### src/rtl/core_v2_pkg.sv
// Shared opcode encodings, FSM state type and decode helpers for the v2 core.
package core_v2_pkg;

  localparam logic [2:0] OP_ADD  = 3'b000;
  localparam logic [2:0] OP_SUB  = 3'b001;
  localparam logic [2:0] OP_AND  = 3'b010;
  localparam logic [2:0] OP_OR   = 3'b011;
  localparam logic [2:0] OP_LI   = 3'b100;
  localparam logic [2:0] OP_JMP  = 3'b101;
  localparam logic [2:0] OP_BZ   = 3'b110;
  localparam logic [2:0] OP_HALT = 3'b111;

  typedef enum logic {
    ST_RUN    = 1'b0,
    ST_HALTED = 1'b1
  } core_state_t;

  // ALU ops and LI are the only instructions that update the register file.
  function automatic logic op_writes(input logic [2:0] op);
    return (op[2] == 1'b0) || (op == OP_LI);
  endfunction

endpackage

### src/rtl/core_v2_regfile.sv
// Register file: NREGS x DATA_W, one synchronous write port, two async read
// ports with write-through so ID sees the value being written this cycle.
module core_v2_regfile #(
  parameter int DATA_W = 8,
  parameter int RA_W   = 3
) (
  input  logic              clk,
  input  logic              reset,
  input  logic              we,
  input  logic [RA_W-1:0]   waddr,
  input  logic [DATA_W-1:0] wdata,
  input  logic [RA_W-1:0]   raddr_a,
  input  logic [RA_W-1:0]   raddr_b,
  output logic [DATA_W-1:0] rdata_a,
  output logic [DATA_W-1:0] rdata_b
);

  localparam int NREGS = 2 ** RA_W;

  logic [DATA_W-1:0] regs [NREGS];

  // Clear every register on reset, otherwise store the write-back result.
  always_ff @(posedge clk) begin
    if (reset) begin
      for (int i = 0; i < NREGS; i++) begin
        regs[i] <= '0;
      end
    end else if (we) begin
      regs[waddr] <= wdata;
    end
  end

  assign rdata_a = (we && (waddr == raddr_a)) ? wdata : regs[raddr_a];
  assign rdata_b = (we && (waddr == raddr_b)) ? wdata : regs[raddr_b];

endmodule

### src/rtl/pipelined_core_v2.sv
// Four-stage (IF, ID, EX, WB) core with EX-resolved branches, EX/WB
// forwarding, a global enable and a RUN/HALTED state machine.
module pipelined_core_v2 #(
  parameter int DATA_W = 8,
  parameter int RA_W   = 3,
  parameter int PC_W   = 8,
  localparam int INSTR_W = 3 + 2 * RA_W
) (
  input  logic               clk,
  input  logic               reset,
  input  logic               en,
  output logic [PC_W-1:0]    imem_addr,
  input  logic [INSTR_W-1:0] imem_data,
  output logic               wb_valid,
  output logic [RA_W-1:0]    wb_addr,
  output logic [DATA_W-1:0]  wb_data,
  output logic               halted
);

  import core_v2_pkg::*;

  typedef struct packed {
    logic               valid;
    logic [INSTR_W-1:0] instr;
    logic [PC_W-1:0]    pc;
  } if_id_t;

  typedef struct packed {
    logic              valid;
    logic [2:0]        op;
    logic [RA_W-1:0]   rd;
    logic [RA_W-1:0]   rs;
    logic [DATA_W-1:0] a;
    logic [DATA_W-1:0] b;
    logic [PC_W-1:0]   pc;
  } id_ex_t;

  typedef struct packed {
    logic              valid;
    logic              writes;
    logic [RA_W-1:0]   rd;
    logic [DATA_W-1:0] data;
  } ex_wb_t;

  logic [PC_W-1:0] pc;
  if_id_t          if_id;
  id_ex_t          id_ex;
  ex_wb_t          ex_wb;
  core_state_t     state, state_next;

  logic [2:0]        id_op;
  logic [RA_W-1:0]   id_rd, id_rs;
  logic [DATA_W-1:0] rf_a, rf_b;
  logic              rf_we;

  logic [DATA_W-1:0] ex_a, ex_b, ex_result;
  logic              ex_writes, ex_taken, ex_halt;
  logic [PC_W-1:0]   ex_target;

  assign id_op = if_id.instr[INSTR_W-1 -: 3];
  assign id_rd = if_id.instr[2*RA_W-1 -: RA_W];
  assign id_rs = if_id.instr[RA_W-1:0];

  assign rf_we = ex_wb.valid & ex_wb.writes & en;

  core_v2_regfile #(
    .DATA_W(DATA_W),
    .RA_W  (RA_W)
  ) u_regfile (
    .clk    (clk),
    .reset  (reset),
    .we     (rf_we),
    .waddr  (ex_wb.rd),
    .wdata  (ex_wb.data),
    .raddr_a(id_rd),
    .raddr_b(id_rs),
    .rdata_a(rf_a),
    .rdata_b(rf_b)
  );

  // EX stage: forward the EX/WB result into the operands, then compute the
  // ALU result, branch decision/target and halt request for a valid entry.
  always_comb begin
    ex_a      = id_ex.a;
    ex_b      = id_ex.b;
    ex_result = '0;
    ex_taken  = 1'b0;
    ex_halt   = 1'b0;
    ex_target = PC_W'({id_ex.rd, id_ex.rs});
    if (ex_wb.valid && ex_wb.writes && (ex_wb.rd == id_ex.rd)) begin
      ex_a = ex_wb.data;
    end
    if (ex_wb.valid && ex_wb.writes && (ex_wb.rd == id_ex.rs)) begin
      ex_b = ex_wb.data;
    end
    case (id_ex.op)
      OP_ADD:  ex_result = ex_a + ex_b;
      OP_SUB:  ex_result = ex_a - ex_b;
      OP_AND:  ex_result = ex_a & ex_b;
      OP_OR:   ex_result = ex_a | ex_b;
      OP_LI:   ex_result = DATA_W'($signed(id_ex.rs));
      OP_JMP:  ex_taken  = id_ex.valid;
      OP_BZ: begin
        ex_taken  = id_ex.valid && (ex_a == '0);
        ex_target = id_ex.pc + PC_W'($signed(id_ex.rs));
      end
      default: ex_halt = id_ex.valid;
    endcase
    ex_writes = id_ex.valid && op_writes(id_ex.op);
  end

  // State register for the RUN/HALTED machine; only reset leaves HALTED.
  always_ff @(posedge clk) begin
    if (reset) begin
      state <= ST_RUN;
    end else begin
      state <= state_next;
    end
  end

  // Next-state logic: a valid HALT in EX stops the core at an enabled edge.
  always_comb begin
    state_next = state;
    if (en && (state == ST_RUN) && ex_halt) begin
      state_next = ST_HALTED;
    end
  end

  // PC and pipeline registers: advance when enabled; a taken branch or a
  // halt (or being halted) squashes the two younger entries.
  always_ff @(posedge clk) begin
    if (reset) begin
      pc    <= '0;
      if_id <= '0;
      id_ex <= '0;
      ex_wb <= '0;
    end else if (en) begin
      ex_wb.valid  <= id_ex.valid;
      ex_wb.writes <= ex_writes;
      ex_wb.rd     <= id_ex.rd;
      ex_wb.data   <= ex_result;
      if ((state == ST_HALTED) || ex_halt) begin
        if_id.valid <= 1'b0;
        id_ex.valid <= 1'b0;
      end else if (ex_taken) begin
        pc          <= ex_target;
        if_id.valid <= 1'b0;
        id_ex.valid <= 1'b0;
      end else begin
        pc          <= pc + PC_W'(1);
        if_id.valid <= 1'b1;
        if_id.instr <= imem_data;
        if_id.pc    <= pc;
        id_ex.valid <= if_id.valid;
        id_ex.op    <= id_op;
        id_ex.rd    <= id_rd;
        id_ex.rs    <= id_rs;
        id_ex.a     <= rf_a;
        id_ex.b     <= rf_b;
        id_ex.pc    <= if_id.pc;
      end
    end
  end

  assign imem_addr = pc;
  assign wb_valid  = rf_we;
  assign wb_addr   = ex_wb.rd;
  assign wb_data   = ex_wb.data;
  assign halted    = (state == ST_HALTED);

endmodule

### config.mk
export PLATFORM = sky130hd
export DESIGN_NAME = pipelined_core_v2
export DESIGN_NICKNAME = d
export VERILOG_FILES = /design/src/rtl/core_v2_pkg.sv /design/src/rtl/core_v2_regfile.sv /design/src/rtl/pipelined_core_v2.sv
export SDC_FILE = /design/constraint.sdc
export NUM_CORES = 1
export LEC_CHECK = 0
export ABC_AREA = 1
export CORE_MARGIN = 2
export CORE_UTILIZATION = 55
export CTS_CLUSTER_SIZE = 25
export DETAILED_ROUTE_END_ITERATION = 16
export GPL_ROUTABILITY_DRIVEN = 1
export PLACE_DENSITY = 0.76
export SKIP_CTS_REPAIR_TIMING = 1
export SLEW_MARGIN = 20
export SYNTH_ARGS = -nofsm -noshare
export SYNTH_HDL_FRONTEND = slang
export SYNTH_SLANG_ARGS = --single-unit
### constraint.sdc
create_clock -name clk -period 3.1 [get_ports clk]
set_clock_uncertainty 0.2 [all_clocks]
set_input_delay 0.465 -clock clk [delete_from_list [all_inputs] [get_ports clk]]
set_output_delay 0.465 -clock clk [all_outputs]
set_load 0.005 [all_outputs]
==> run_summary.xml <==
<?xml version="1.0" encoding="UTF-8"?>
<metrics>
  <group name="clock_network">
    <metric name="cts_num_sinks" unit="">138</metric>
    <metric name="cts.clk_slew.worst_paths" unit="ps">60</metric>
    <metric name="clock_insertion_delay_worst_skew" unit="ps">430</metric>
    <metric name="numCtsBuffers" unit="">17</metric>
    <metric name="cts-root-to-sink-buffers" unit="">2</metric>
    <metric name="tritoncts" unit="">done</metric>
    <metric name="cts_htree_levels" unit="">4</metric>
    <metric name="clk_root_buf" unit="">clkbuf_16</metric>
  </group>
  <group name="hold_path">
    <metric name="holdCritPathClass" unit="">register to register</metric>
  </group>
  <group name="place">
    <metric name="io_buffer_count" unit="">32</metric>
    <metric name="globalplace.congestion" unit="">0.944</metric>
    <metric name="total_instance_count_after_detailed_placement" unit="">1227</metric>
    <metric name="dp_hpwl" unit="um">14600</metric>
  </group>
  <group name="route">
    <metric name="drt-total-wl" unit="um">21700</metric>
    <metric name="ant_nets" unit="">0</metric>
    <metric name="vias" unit="">7425</metric>
    <metric name="drt_iter0_markers" unit="">1036</metric>
    <metric name="post_drt_via_cell_ratio" unit="">5.86</metric>
    <metric name="post-route-drc-count" unit="">0</metric>
    <metric name="avgRoutedWirePerCell" unit="um">17.1</metric>
    <metric name="drt-pass1-iter-count" unit="">8</metric>
  </group>
  <group name="timing">
    <metric name="final-setup-viol-count" unit="">2</metric>
    <metric name="min_period" unit="ps">3120</metric>
    <metric name="finalHoldWorstSlack" unit="ps">264</metric>
    <metric name="layout_worst_path_cycle_share" unit="%">101</metric>
    <metric name="worst_slack" unit="ps">-21.3</metric>
    <metric name="setup_tns" unit="ps">-31.9</metric>
    <metric name="drv_slew" unit="">0</metric>
    <metric name="worstMarginPinSlew" unit="ps">737</metric>
    <metric name="fmax" unit="MHz">320</metric>
    <metric name="timing_hold_violations_final" unit="">0</metric>
    <metric name="max-slew-margin-rel" unit="%">50.8</metric>
    <metric name="grt_setup_unrepaired" unit="">true</metric>
  </group>
  <group name="pwr">
    <metric name="power_density" unit="nW/um^2">576</metric>
    <metric name="power_frac_seq" unit="%">39.2</metric>
    <metric name="p_sw" unit="mW">1.48</metric>
    <metric name="power" unit="mW">5.31</metric>
    <metric name="power_frac_comb" unit="%">19.0</metric>
    <metric name="sw_frac_of_total" unit="%">27.9</metric>
    <metric name="internal_portion_of_total_power" unit="mW">3.83</metric>
    <metric name="worst_ir_drop_vdd" unit="mV">0.434</metric>
    <metric name="power_leakage" unit="nW">3.79</metric>
    <metric name="power_frac_clock" unit="%">41.8</metric>
  </group>
  <group name="floorplanning">
    <metric name="dieArea" unit="um^2">15000</metric>
    <metric name="ios" unit="">33</metric>
    <metric name="core-area" unit="um^2">13800</metric>
    <metric name="placement_rows" unit="">43</metric>
    <metric name="die_x" unit="um">123</metric>
    <metric name="initial_cell_density_of_the_core" unit="%">56.1</metric>
    <metric name="die_height" unit="um">123</metric>
  </group>
  <group name="yosys">
    <metric name="ys_dominant_reg_cell" unit="">dfxtp_1</metric>
    <metric name="postSynthRegisterBits" unit="">138</metric>
    <metric name="synthCells" unit="">1025</metric>
    <metric name="number_of_flops_mapped_to_enable_cells_by_yosys" unit="">64</metric>
    <metric name="yosysUniqueCellTypes" unit="">43</metric>
    <metric name="async_reset_ff_share" unit="%">0</metric>
    <metric name="average_cell_area_after_synthesis" unit="um^2">7.54</metric>
    <metric name="ys_warn_count" unit="">0</metric>
    <metric name="postSynthNetCount" unit="">1053</metric>
    <metric name="synth.cell_area" unit="um^2">7720</metric>
    <metric name="ys_seq_area_share" unit="%">44.1</metric>
  </group>
  <group name="final_layout">
    <metric name="area.growth.synth_to_final" unit="%">19.4</metric>
    <metric name="num-nets-final" unit="">1102</metric>
    <metric name="insertedDiodeCount" unit="">0</metric>
    <metric name="multi_input_combinational_cell_area" unit="um^2">3780</metric>
    <metric name="seqCellArea" unit="um^2">3410</metric>
    <metric name="nFillCells" unit="">1122</metric>
    <metric name="final_cells" unit="">1267</metric>
    <metric name="postLayoutCoreUtil" unit="%">67.0</metric>
    <metric name="proportion_of_layout_cells_with_a_drive_suffix_above_1" unit="%">14.0</metric>
  </group>
  <group name="worst_setup_path">
    <metric name="crit_arrival" unit="ps">3220</metric>
    <metric name="critical_path.max_fanout" unit="">4</metric>
    <metric name="regToRegSetupSlack" unit="ps">-20</metric>
    <metric name="cp-end-kind" unit="">register</metric>
    <metric name="worst_path_required_time" unit="ps">3200</metric>
    <metric name="crit_type" unit="">register to register</metric>
    <metric name="critPathLaunchType" unit="">register</metric>
  </group>
  <group name="outcome">
    <metric name="outcome" unit="">complete, but fails checks</metric>
    <metric name="violations" unit="">negative setup slack</metric>
  </group>
  <group name="global_route">
    <metric name="grt_start_max_net_pins" unit="">58</metric>
    <metric name="globalRouteOverflowTotal" unit="">0</metric>
    <metric name="number_of_global_route_vias_before_repair" unit="">6662</metric>
    <metric name="antenna_found_initial" unit="">0</metric>
    <metric name="globalRouteTotalUtil" unit="%">29.4</metric>
    <metric name="grt_pass1_wl" unit="um">34300</metric>
  </group>
  <group name="flow_run">
    <metric name="max-cap-violations" unit="">0</metric>
  </group>
</metrics>
-- worst max-delay path, cell delays in order (launching register included) --
cell and delay, ps:
dfxtp_1 360, nand2_2 100, nand2_2 70, nor2_4 170, buf_6 140, nand3_1 100
nand2_2 120, nand3_2 110, o21ai_2 160, xor2_1 170, ha_1 280, inv_1 80
o21ai_0 100, a31oi_1 180, nand2_1 140, or2_4 250, nand3_2 70, o311ai_1 90
nand2_1 70, a21oi_1 60
-- registers in the layout, summed over array words and instances, names as in the netlist --
name            count
u_regfile.regs     64
id_ex              34
if_id               9
imem_addr           8
wb_data             8
id_op               3
id_rd               3
id_rs               3
wb_addr             3
ex_wb               2
halted              1
-- cell usage after synthesis (2+ instances only) --
| cell type | n | area [um^2] |
|---|---|---|
| dfxtp_1 | 74 | 1480 |
| nand2_2 | 3 | 18.8 |
| clkbuf_1 | 39 | 146 |
| o22ai_1 | 39 | 244 |
| nor2_1 | 204 | 766 |
| nor3_1 | 8 | 40.0 |
| o21ai_2 | 2 | 17.5 |
| buf_2 | 7 | 35.0 |
| a31oi_1 | 5 | 31.3 |
| ha_1 | 14 | 175 |
| clkinv_1 | 7 | 26.3 |
| a211oi_2 | 7 | 87.6 |
| inv_1 | 73 | 274 |
| xor2_1 | 16 | 140 |
| nor2_2 | 3 | 18.8 |
| nand2_1 | 146 | 548 |
| buf_4 | 16 | 120 |
| xnor2_1 | 6 | 52.6 |
| o21bai_1 | 3 | 22.5 |
| nand4_1 | 4 | 25.0 |
| o211ai_1 | 4 | 30.0 |
| o21ai_1 | 13 | 65.1 |
| inv_2 | 3 | 11.3 |
| nand3_1 | 31 | 155 |
| o21ai_0 | 148 | 741 |
| a21oi_1 | 68 | 340 |
| buf_6 | 2 | 22.5 |
| edfxtp_1 | 64 | 1920 |
| fa_1 | 2 | 40.0 |
-- power by group through the flow --
stage               registers, mW  clock network [mW]  logic, mW
floorplan                    2.09                   0      0.643
detailed placement           2.12                   0      0.919
finish                       2.08                2.22       1.01
global route                 2.10                2.30       1.10
global placement             2.12                   0      0.908
CTS                          2.08                2.22      0.925
-- worst paths after layout --
kind / from / endpoint / cells after the start
setup / recovery: id_ex[25] / wb_data[5] / 19
hold / removal: if_id[17] / if_id[17] / 2
setup reg to reg: id_ex[25] / wb_data[5] / 19
hold reg to reg: if_id[17] / if_id[17] / 2
-- final cells by class --
cell class,count,share of cell area [%]
Tap cell,180,2.44
Sequential cell,138,37.0
Clock buffer,21,5.24
Inverter,84,3.45
Clock inverter,11,1.78
Multi-Input combinational cell,738,41.0
Timing Repair Buffer,95,9.09
-- layout by cell type (no fill, tap or decap), drive strengths merged, types with 2 or more instances in the layout --
master / n
clkbuf: 21
inv: 78
a31oi: 5
o22ai: 39
xnor2: 6
clkdlybuf4s50: 32
a211oi: 7
fa: 2
nor3: 8
o21ai: 163
edfxtp: 64
ha: 14
nor2: 208
xor2: 16
o211ai: 4
buf: 63
nand2: 151
o21bai: 3
dfxtp: 74
nand4: 4
nand3: 31
bufinv: 4
clkinv: 13
a21oi: 68
-- metal layers --
metal	global-route usage, %	vias up	part of all wire, %
met4	11.6	0	2.4
met5	0	-	0
li1	-	3547	-
met1	41.3	3457	43
met2	45.2	371	46
met3	5.30	50	8.6
-- cells by family after synthesis --
family / count (synthesis) / share of synthesized area, %
compound gates: 296 / 21.2
buf+inv: 149 / 8.36
fa+ha+maj: 16 / 2.79
simple gates: 404 / 21.1
flops: 138 / 44.1
xor+xnor: 22 / 2.49
-- metrics by stage --
stage / setup slack [ps] / instance area (um^2)
finish: -21.3 / 9220
global placement: 76.5 / 8400
detailed placement: -21.8 / 8400
CTS: -41.8 / 9050
global route: -163 / 9220
floorplan: 9.98 / 7730
(Power assumes the default switching activity.)
